--- config.mk ---
export PLATFORM = sky130hd
export DESIGN_NAME = proc_run_ctrl_flat
export DESIGN_NICKNAME = d
export VERILOG_FILES = /design/src/rtl/proc_run_ctrl_if.sv /design/src/rtl/proc_run_ctrl.sv /design/src/flat_wrapper.sv
export SDC_FILE = /design/constraint.sdc
export NUM_CORES = 1
export LEC_CHECK = 0
export BUFFER_PORTS_ARGS = -buffer_cell sky130_fd_sc_hd__buf_2
export CAP_MARGIN = 40
export CORE_MARGIN = 3
export CORE_UTILIZATION = 45
export CTS_CLUSTER_DIAMETER = 40
export CTS_CLUSTER_SIZE = 16
export DETAILED_ROUTE_END_ITERATION = 16
export PLACE_DENSITY_LB_ADDON = 0.12
export SLEW_MARGIN = 10
export SYNTH_ARGS = -nofsm -noshare
export SYNTH_HDL_FRONTEND = slang
export SYNTH_SLANG_ARGS = --single-unit
--- constraint.sdc ---
create_clock -name ref_clk -period 4.39 [get_ports ref_clk]
set_input_delay 0.878 -clock ref_clk [delete_from_list [all_inputs] [get_ports ref_clk]]
set_output_delay 0.878 -clock ref_clk [all_outputs]
set_load 0.02 [all_outputs]
--- src/rtl/proc_run_ctrl_if.sv ---
// Control/status bundle between a host and the processor run controller.
// The host drives run requests and halt indications; the controller drives core resets, enables and status.
interface proc_run_ctrl_if #(
   parameter int N_CORES = 1,
   parameter int CNT_W   = 32
);
   logic               start;
   logic               abort;
   logic               step_mode;
   logic               step;
   logic [CNT_W-1:0]   max_cycles;
   logic [N_CORES-1:0] core_halt;
   logic [N_CORES-1:0] core_reset;
   logic [N_CORES-1:0] core_en;
   logic               busy;
   logic               done;
   logic               timeout;
   logic [N_CORES-1:0] halted;
   logic [CNT_W-1:0]   cycle_count;

   modport master (
      output start, abort, step_mode, step, max_cycles, core_halt,
      input  core_reset, core_en, busy, done, timeout, halted, cycle_count
   );

   modport slave (
      input  start, abort, step_mode, step, max_cycles, core_halt,
      output core_reset, core_en, busy, done, timeout, halted, cycle_count
   );
endinterface

--- src/rtl/proc_run_ctrl.sv ---
// Run controller for MIPS cores: stretched reset, cycle budget, per-core halt tracking,
// single-step and abort. All outputs are registered.
module proc_run_ctrl #(
   parameter int N_CORES    = 1,
   parameter int RST_CYCLES = 2,
   parameter int CNT_W      = 32
) (
   input  logic            ref_clk,
   input  logic            reset,
   proc_run_ctrl_if.slave  bus
);

   localparam int HOLD_W = (RST_CYCLES > 1) ? $clog2(RST_CYCLES) : 1;
   localparam logic [HOLD_W-1:0] HOLD_LAST = HOLD_W'(RST_CYCLES - 1);

   typedef enum logic [1:0] {IDLE, RST_HOLD, RUN, DONE} state_t;

   state_t             state;
   logic [HOLD_W-1:0]  hold_cnt;
   logic               step_mode_q;
   logic [CNT_W-1:0]   max_q;
   logic [N_CORES-1:0] core_reset_q;
   logic [N_CORES-1:0] core_en_q;
   logic [N_CORES-1:0] halted_q;
   logic               busy_q;
   logic               done_q;
   logic               timeout_q;
   logic [CNT_W-1:0]   count_q;

   logic               any_en;
   logic               step_grant;
   logic               budget_hit;
   logic [N_CORES-1:0] halted_upd;
   logic [N_CORES-1:0] en_next;
   logic [CNT_W-1:0]   count_upd;

   // Bookkeeping for the cycle that is currently enabled; a step arriving while
   // a granted cycle is still in flight is dropped rather than queued.
   always_comb begin
      any_en     = |core_en_q;
      halted_upd = halted_q | (core_en_q & bus.core_halt);
      count_upd  = count_q;
      if (any_en && (count_q != '1)) begin
         count_upd = count_q + 1'b1;
      end
      budget_hit = any_en && (max_q != '0) && (count_upd == max_q);
      step_grant = bus.step && !any_en;
      en_next    = (!step_mode_q || step_grant) ? ~halted_upd : '0;
   end

   always_ff @(posedge ref_clk or negedge reset) begin
      if (!reset) begin
         state        <= IDLE;
         hold_cnt     <= '0;
         step_mode_q  <= 1'b0;
         max_q        <= '0;
         core_reset_q <= '1;
         core_en_q    <= '0;
         halted_q     <= '0;
         busy_q       <= 1'b0;
         done_q       <= 1'b0;
         timeout_q    <= 1'b0;
         count_q      <= '0;
      end else if (bus.abort) begin
         // cycle_count and halted stay visible until the next start
         state        <= IDLE;
         hold_cnt     <= '0;
         core_reset_q <= '1;
         core_en_q    <= '0;
         busy_q       <= 1'b0;
         done_q       <= 1'b0;
         timeout_q    <= 1'b0;
      end else begin
         case (state)
            IDLE, DONE: begin
               if (bus.start) begin
                  state        <= RST_HOLD;
                  hold_cnt     <= '0;
                  step_mode_q  <= bus.step_mode;
                  max_q        <= bus.max_cycles;
                  core_reset_q <= '1;
                  core_en_q    <= '0;
                  halted_q     <= '0;
                  busy_q       <= 1'b1;
                  done_q       <= 1'b0;
                  timeout_q    <= 1'b0;
                  count_q      <= '0;
               end
            end
            RST_HOLD: begin
               if (hold_cnt == HOLD_LAST) begin
                  state        <= RUN;
                  core_reset_q <= '0;
                  core_en_q    <= en_next;
               end else begin
                  hold_cnt <= hold_cnt + 1'b1;
               end
            end
            RUN: begin
               halted_q <= halted_upd;
               count_q  <= count_upd;
               // A halt that completes the set beats budget exhaustion on the same cycle
               if (&halted_upd) begin
                  state     <= DONE;
                  core_en_q <= '0;
                  busy_q    <= 1'b0;
                  done_q    <= 1'b1;
                  timeout_q <= 1'b0;
               end else if (budget_hit) begin
                  state     <= DONE;
                  core_en_q <= '0;
                  busy_q    <= 1'b0;
                  done_q    <= 1'b1;
                  timeout_q <= 1'b1;
               end else begin
                  core_en_q <= en_next;
               end
            end
            default: begin
               state <= IDLE;
            end
         endcase
      end
   end

   assign bus.core_reset  = core_reset_q;
   assign bus.core_en     = core_en_q;
   assign bus.busy        = busy_q;
   assign bus.done        = done_q;
   assign bus.timeout     = timeout_q;
   assign bus.halted      = halted_q;
   assign bus.cycle_count = count_q;

endmodule

--- src/flat_wrapper.sv ---
// flat-port wrapper written by rule: the top's interface ports become plain ports
module proc_run_ctrl_flat 
#(
   parameter int N_CORES    = 1,
   parameter int RST_CYCLES = 2,
   parameter int CNT_W      = 32
)
  (ref_clk, reset, bus_start, bus_abort, bus_step_mode, bus_step, bus_max_cycles, bus_core_halt, bus_core_reset, bus_core_en, bus_busy, bus_done, bus_timeout, bus_halted, bus_cycle_count);
  proc_run_ctrl_if #(.N_CORES(N_CORES), .CNT_W(CNT_W)) bus_i ();
  input  logic ref_clk;
  input  logic reset;
  input wire logic [$bits(bus_i.start)-1:0] bus_start;
  input wire logic [$bits(bus_i.abort)-1:0] bus_abort;
  input wire logic [$bits(bus_i.step_mode)-1:0] bus_step_mode;
  input wire logic [$bits(bus_i.step)-1:0] bus_step;
  input wire logic [$bits(bus_i.max_cycles)-1:0] bus_max_cycles;
  input wire logic [$bits(bus_i.core_halt)-1:0] bus_core_halt;
  output wire logic [$bits(bus_i.core_reset)-1:0] bus_core_reset;
  output wire logic [$bits(bus_i.core_en)-1:0] bus_core_en;
  output wire logic [$bits(bus_i.busy)-1:0] bus_busy;
  output wire logic [$bits(bus_i.done)-1:0] bus_done;
  output wire logic [$bits(bus_i.timeout)-1:0] bus_timeout;
  output wire logic [$bits(bus_i.halted)-1:0] bus_halted;
  output wire logic [$bits(bus_i.cycle_count)-1:0] bus_cycle_count;
  assign bus_i.start = bus_start;
  assign bus_i.abort = bus_abort;
  assign bus_i.step_mode = bus_step_mode;
  assign bus_i.step = bus_step;
  assign bus_i.max_cycles = bus_max_cycles;
  assign bus_i.core_halt = bus_core_halt;
  assign bus_core_reset = bus_i.core_reset;
  assign bus_core_en = bus_i.core_en;
  assign bus_busy = bus_i.busy;
  assign bus_done = bus_i.done;
  assign bus_timeout = bus_i.timeout;
  assign bus_halted = bus_i.halted;
  assign bus_cycle_count = bus_i.cycle_count;
  proc_run_ctrl #(.N_CORES(N_CORES), .RST_CYCLES(RST_CYCLES), .CNT_W(CNT_W)) u_core (.ref_clk(ref_clk), .reset(reset), .bus(bus_i));
endmodule
==> flow_metrics.py <==
metrics = {
    "route": {
        "wl_um": 16800,
        "ant_nets": 0,
        "via_per_inst": 6.22,
        "vias": 4813,
        "drcViolationCount": 0,
        "firstDrtPassIters": 5,
        "wl_per_cell_um": 21.8,
        "drt_first_iter_violations": 361,
    },
    "setup_path": {
        "critical_path_s_largest_stage_delay_ns": 0.69,
        "wp_depth": 9,
        "worst-r2r-setup-slack_ns": 0.65,
        "critical_path.slowest_cell": "or4_2",
        "cp_cell_sequence": "ha_1 -> nand4_1 -> or4_2 -> nor4_1 -> xnor2_1 -> o2111ai_1 -> nor4_2 -> nand4_2 -> a31o_1",
        "cp.arrival_ns": 3.98,
        "critical_path_buf_inv_count": 0,
        "timing_worst_setup_path_type": "reg -> reg",
        "critical_path.reg2reg.startpoint": "u_core.bus.cycle_count[0]$_DFFE_PN0P_",
        "cpLargestDelayFamily": "simple AND/OR/NAND/NOR gates",
        "critical_path_required_ns": 4.62,
        "regToRegEndpoint": "u_core.bus.core_en$_DFFE_PN0P_",
        "crit_path_start_kind": "register",
        "worst_path_max_fanout": 11,
        "worst-r2r-cell-count": 9,
        "timing.critical_path.to_type": "register",
    },
    "global_routing": {
        "maximum_number_of_pins_on_one_net_before_global_route_repair": 53,
        "globalRouteOverflowTotal": 0,
        "grt_first_pass_wirelength_um": 26500,
        "first_global_vias": 4610,
        "antenna_violations_before_repair": 0,
        "grt_util_all_layers_pct": 26.6,
    },
    "die": {
        "boundaryPins": 77,
        "floorplan.die.width_um": 114,
        "die-area_sq_mm": 0.0131,
        "die_y_um": 114,
        "core_area_sq_mm": 0.0112,
        "num_rows": 38,
        "initial_utilization_pct": 47.3,
    },
    "place": {
        "gp_congestion": 1.01,
        "io_buffers": 76,
        "dp.final_hpwl_um": 12900,
        "placed_area_sq_mm": 0.00566,
    },
    "logic_synthesis": {
        "netlist.area_leader.share_pct": 34.5,
        "yosys_register_bits": 74,
        "post-synth-top-area-cell": "dfrtp_1",
        "yosysSeqAreaShare_pct": 35.0,
        "ys.flop_type": "dfrtp_1",
        "ys_top_cells_by_area": "dfrtp_1 35%, mux2_2 7.0%, nand2_1 5.4%",
        "postSynthNetCount": 612,
        "netlist-cell-type-count": 78,
        "postSynth.asyncResetShare_pct": 100,
        "synthesized_instance_count": 570,
        "number_of_enable_flip_flop_cells_after_synthesis": 0,
        "synthesis.yosys.warnings": 0,
        "synth_area_sq_mm": 0.00529,
        "synth.avg_cell_area_sq_um": 9.28,
        "synthTopCellsByCount": "76 x nand2_1, 73 x dfrtp_1, 33 x mux2_2, 33 x o21ai_0, 26 x xnor2_1",
        "synth.most_common_cell": "nand2_1",
    },
    "finish": {
        "area_growth_syn_to_fin_pct": 12.9,
        "postLayoutCellArea_sq_mm": 0.00597,
        "design.final.nets": 671,
        "antenna-diode-count": 0,
        "drive_above_1_share_pct": 27.1,
        "final_layout_fill_cell_count": 1078,
    },
    "min_path": {
        "path_class_of_the_lowest_slack_min_delay_path": "in -> async",
    },
    "power_and_ir_drop": {
        "cellPowerDensity_mw_per_mm2": 519,
        "power.sequential.fraction_pct": 36.8,
        "finalPower_mw": 3.10,
        "cellInternalPower_mw": 1.86,
        "irDropWorstVdd_mv": 0.373,
        "comb_power_share_pct": 38.0,
        "p_clk_share_pct": 25.3,
        "netSwitchingPower_mw": 1.23,
        "power.leakage_nw": 2.49,
        "sw_frac_of_total_pct": 39.8,
    },
    "clock_tree": {
        "tritoncts.num_buffers": 9,
        "cts_buffer_depth": 2,
        "cts.hold.buffers_added": 0,
        "tritoncts": "done",
        "clk_pin_slew_ns": 0.07,
        "cts-root-buf": "clkbuf_16",
        "clkLatencyLatePin_ns": 0.35,
        "post-cts-setup-buffer-count": 0,
        "cts.repair.resized": 0,
        "h-tree-depth": 3,
        "numClockSinks": 74,
    },
    "sta": {
        "fin_setup_tns_ns": 0,
        "setup_violations": 0,
        "timing.final.max_slew_violations": 0,
        "slew_headroom_pct": 51.0,
        "period_minus_slack_ns": 3.74,
        "fin_worst_skew_ns": 0.00978,
        "tightestPinTransition_ns": 0.728,
        "min_period_over_period_pct": 85.3,
        "setup_repair_after_global_routing_missed_its_margin": "no",
        "final_number_of_hold_violating_endpoints": 0,
        "max_freq_ghz": 0.267,
    },
    "job": {
        "drv_cap": 0,
    },
    "run_status": {
        "outcome": "finished, final reports clean",
    },
}
## cell families (layout without fill, tap and decap cells)
family          after synthesis  in the layout  share of synthesized area, %
simple gates                230            230                          25.0
xor+xnor                     49             49                          8.11
fa+ha+maj                     3              3                         0.710
buf+inv                      53            117                          6.86
flops                        74             74                          35.0
compound gates              120            120                          15.8
mux                          41             41                          8.54
## placed cells by master, fill, tap and decap left out, types with 4 or more instances in the layout
cell / Yosys / routed
mux2_2: 33 / 33
clkbuf_16: 0 / 9
or4_1: 5 / 5
o21ai_0: 33 / 33
buf_2: 3 / 75
a21oi_1: 18 / 18
a211oi_1: 5 / 5
and2_1: 4 / 4
o31ai_1: 19 / 19
nor2_1: 25 / 25
dfrtp_1: 73 / 73
inv_1: 11 / 11
xor2_1: 23 / 23
xnor2_1: 26 / 26
nor4_1: 16 / 16
and3_1: 8 / 8
nand4_2: 5 / 5
nand4_1: 21 / 21
nand2_1: 76 / 76
or4_2: 4 / 4
buf_4: 5 / 14
mux2i_1: 8 / 8
and4_1: 6 / 6
a31oi_1: 7 / 7
or4_4: 4 / 4
nor3_1: 7 / 6
a211o_1: 4 / 4
nand3_1: 23 / 23
## routing by layer
metal,up-vias,track usage [%],part of all wire [%]
li1,2252,-,-
met1,2329,38.4,46
met2,208,39.9,44
met3,24,4.86,8.0
met4,0,9.58,2.4
met5,-,0,0
## stage by stage
stage	cells	worst slack (ns)	hold WS (ns)	utilization, %
floorplan	570	1.10	0.495	-
global placement	757	0.850	0.523	50.4
detailed placement	758	0.706	0.535	50.6
CTS	774	0.689	0.428	53.4
global route	774	0.370	0.445	53.4
finish	774	0.647	0.418	53.4
## power groups by stage
| stage | clock (mW) | combinational [mW] | sequential [mW] |
|---|---|---|---|
| after floorplan | 0 | 0.908 | 1.03 |
| after global placement | 0 | 1.15 | 1.13 |
| after detailed placement | 0 | 1.17 | 1.14 |
| after CTS | 0.795 | 1.17 | 1.13 |
| after global routing | 0.825 | 1.30 | 1.16 |
| final | 0.782 | 1.18 | 1.14 |
## how the worst max path moves through the flow
stage / from / endpoint / slack, ns
2_1_floorplan: u_core.bus.cycle_count[6]$_DFFE_PN0P_ / u_core.bus.core_en$_DFFE_PN0P_ / 1.10
3_3_place_gp: u_core.bus.cycle_count[15]$_DFFE_PN0P_ / u_core.bus.core_en$_DFFE_PN0P_ / 0.85
3_5_place_dp: u_core.bus.cycle_count[0]$_DFFE_PN0P_ / u_core.bus.core_en$_DFFE_PN0P_ / 0.71
4_1_cts: u_core.bus.cycle_count[15]$_DFFE_PN0P_ / u_core.bus.core_en$_DFFE_PN0P_ / 0.69
5_1_grt: u_core.bus.cycle_count[0]$_DFFE_PN0P_ / u_core.bus.core_en$_DFFE_PN0P_ / 0.37
6_report: u_core.bus.cycle_count[0]$_DFFE_PN0P_ / u_core.bus.core_en$_DFFE_PN0P_ / 0.65
## layout make-up
type	instances	area (sq um)	share of cell area, %
Clock inverter	5	62.6	1.05
Multi-Input combinational cell	443	3080	51.6
Sequential cell	74	1850	31.0
Clock buffer	11	253	4.23
Tap cell	140	175	2.93
Inverter	11	41.3	0.692
Timing Repair Buffer	90	508	8.51
(Power assumes the default switching activity.)
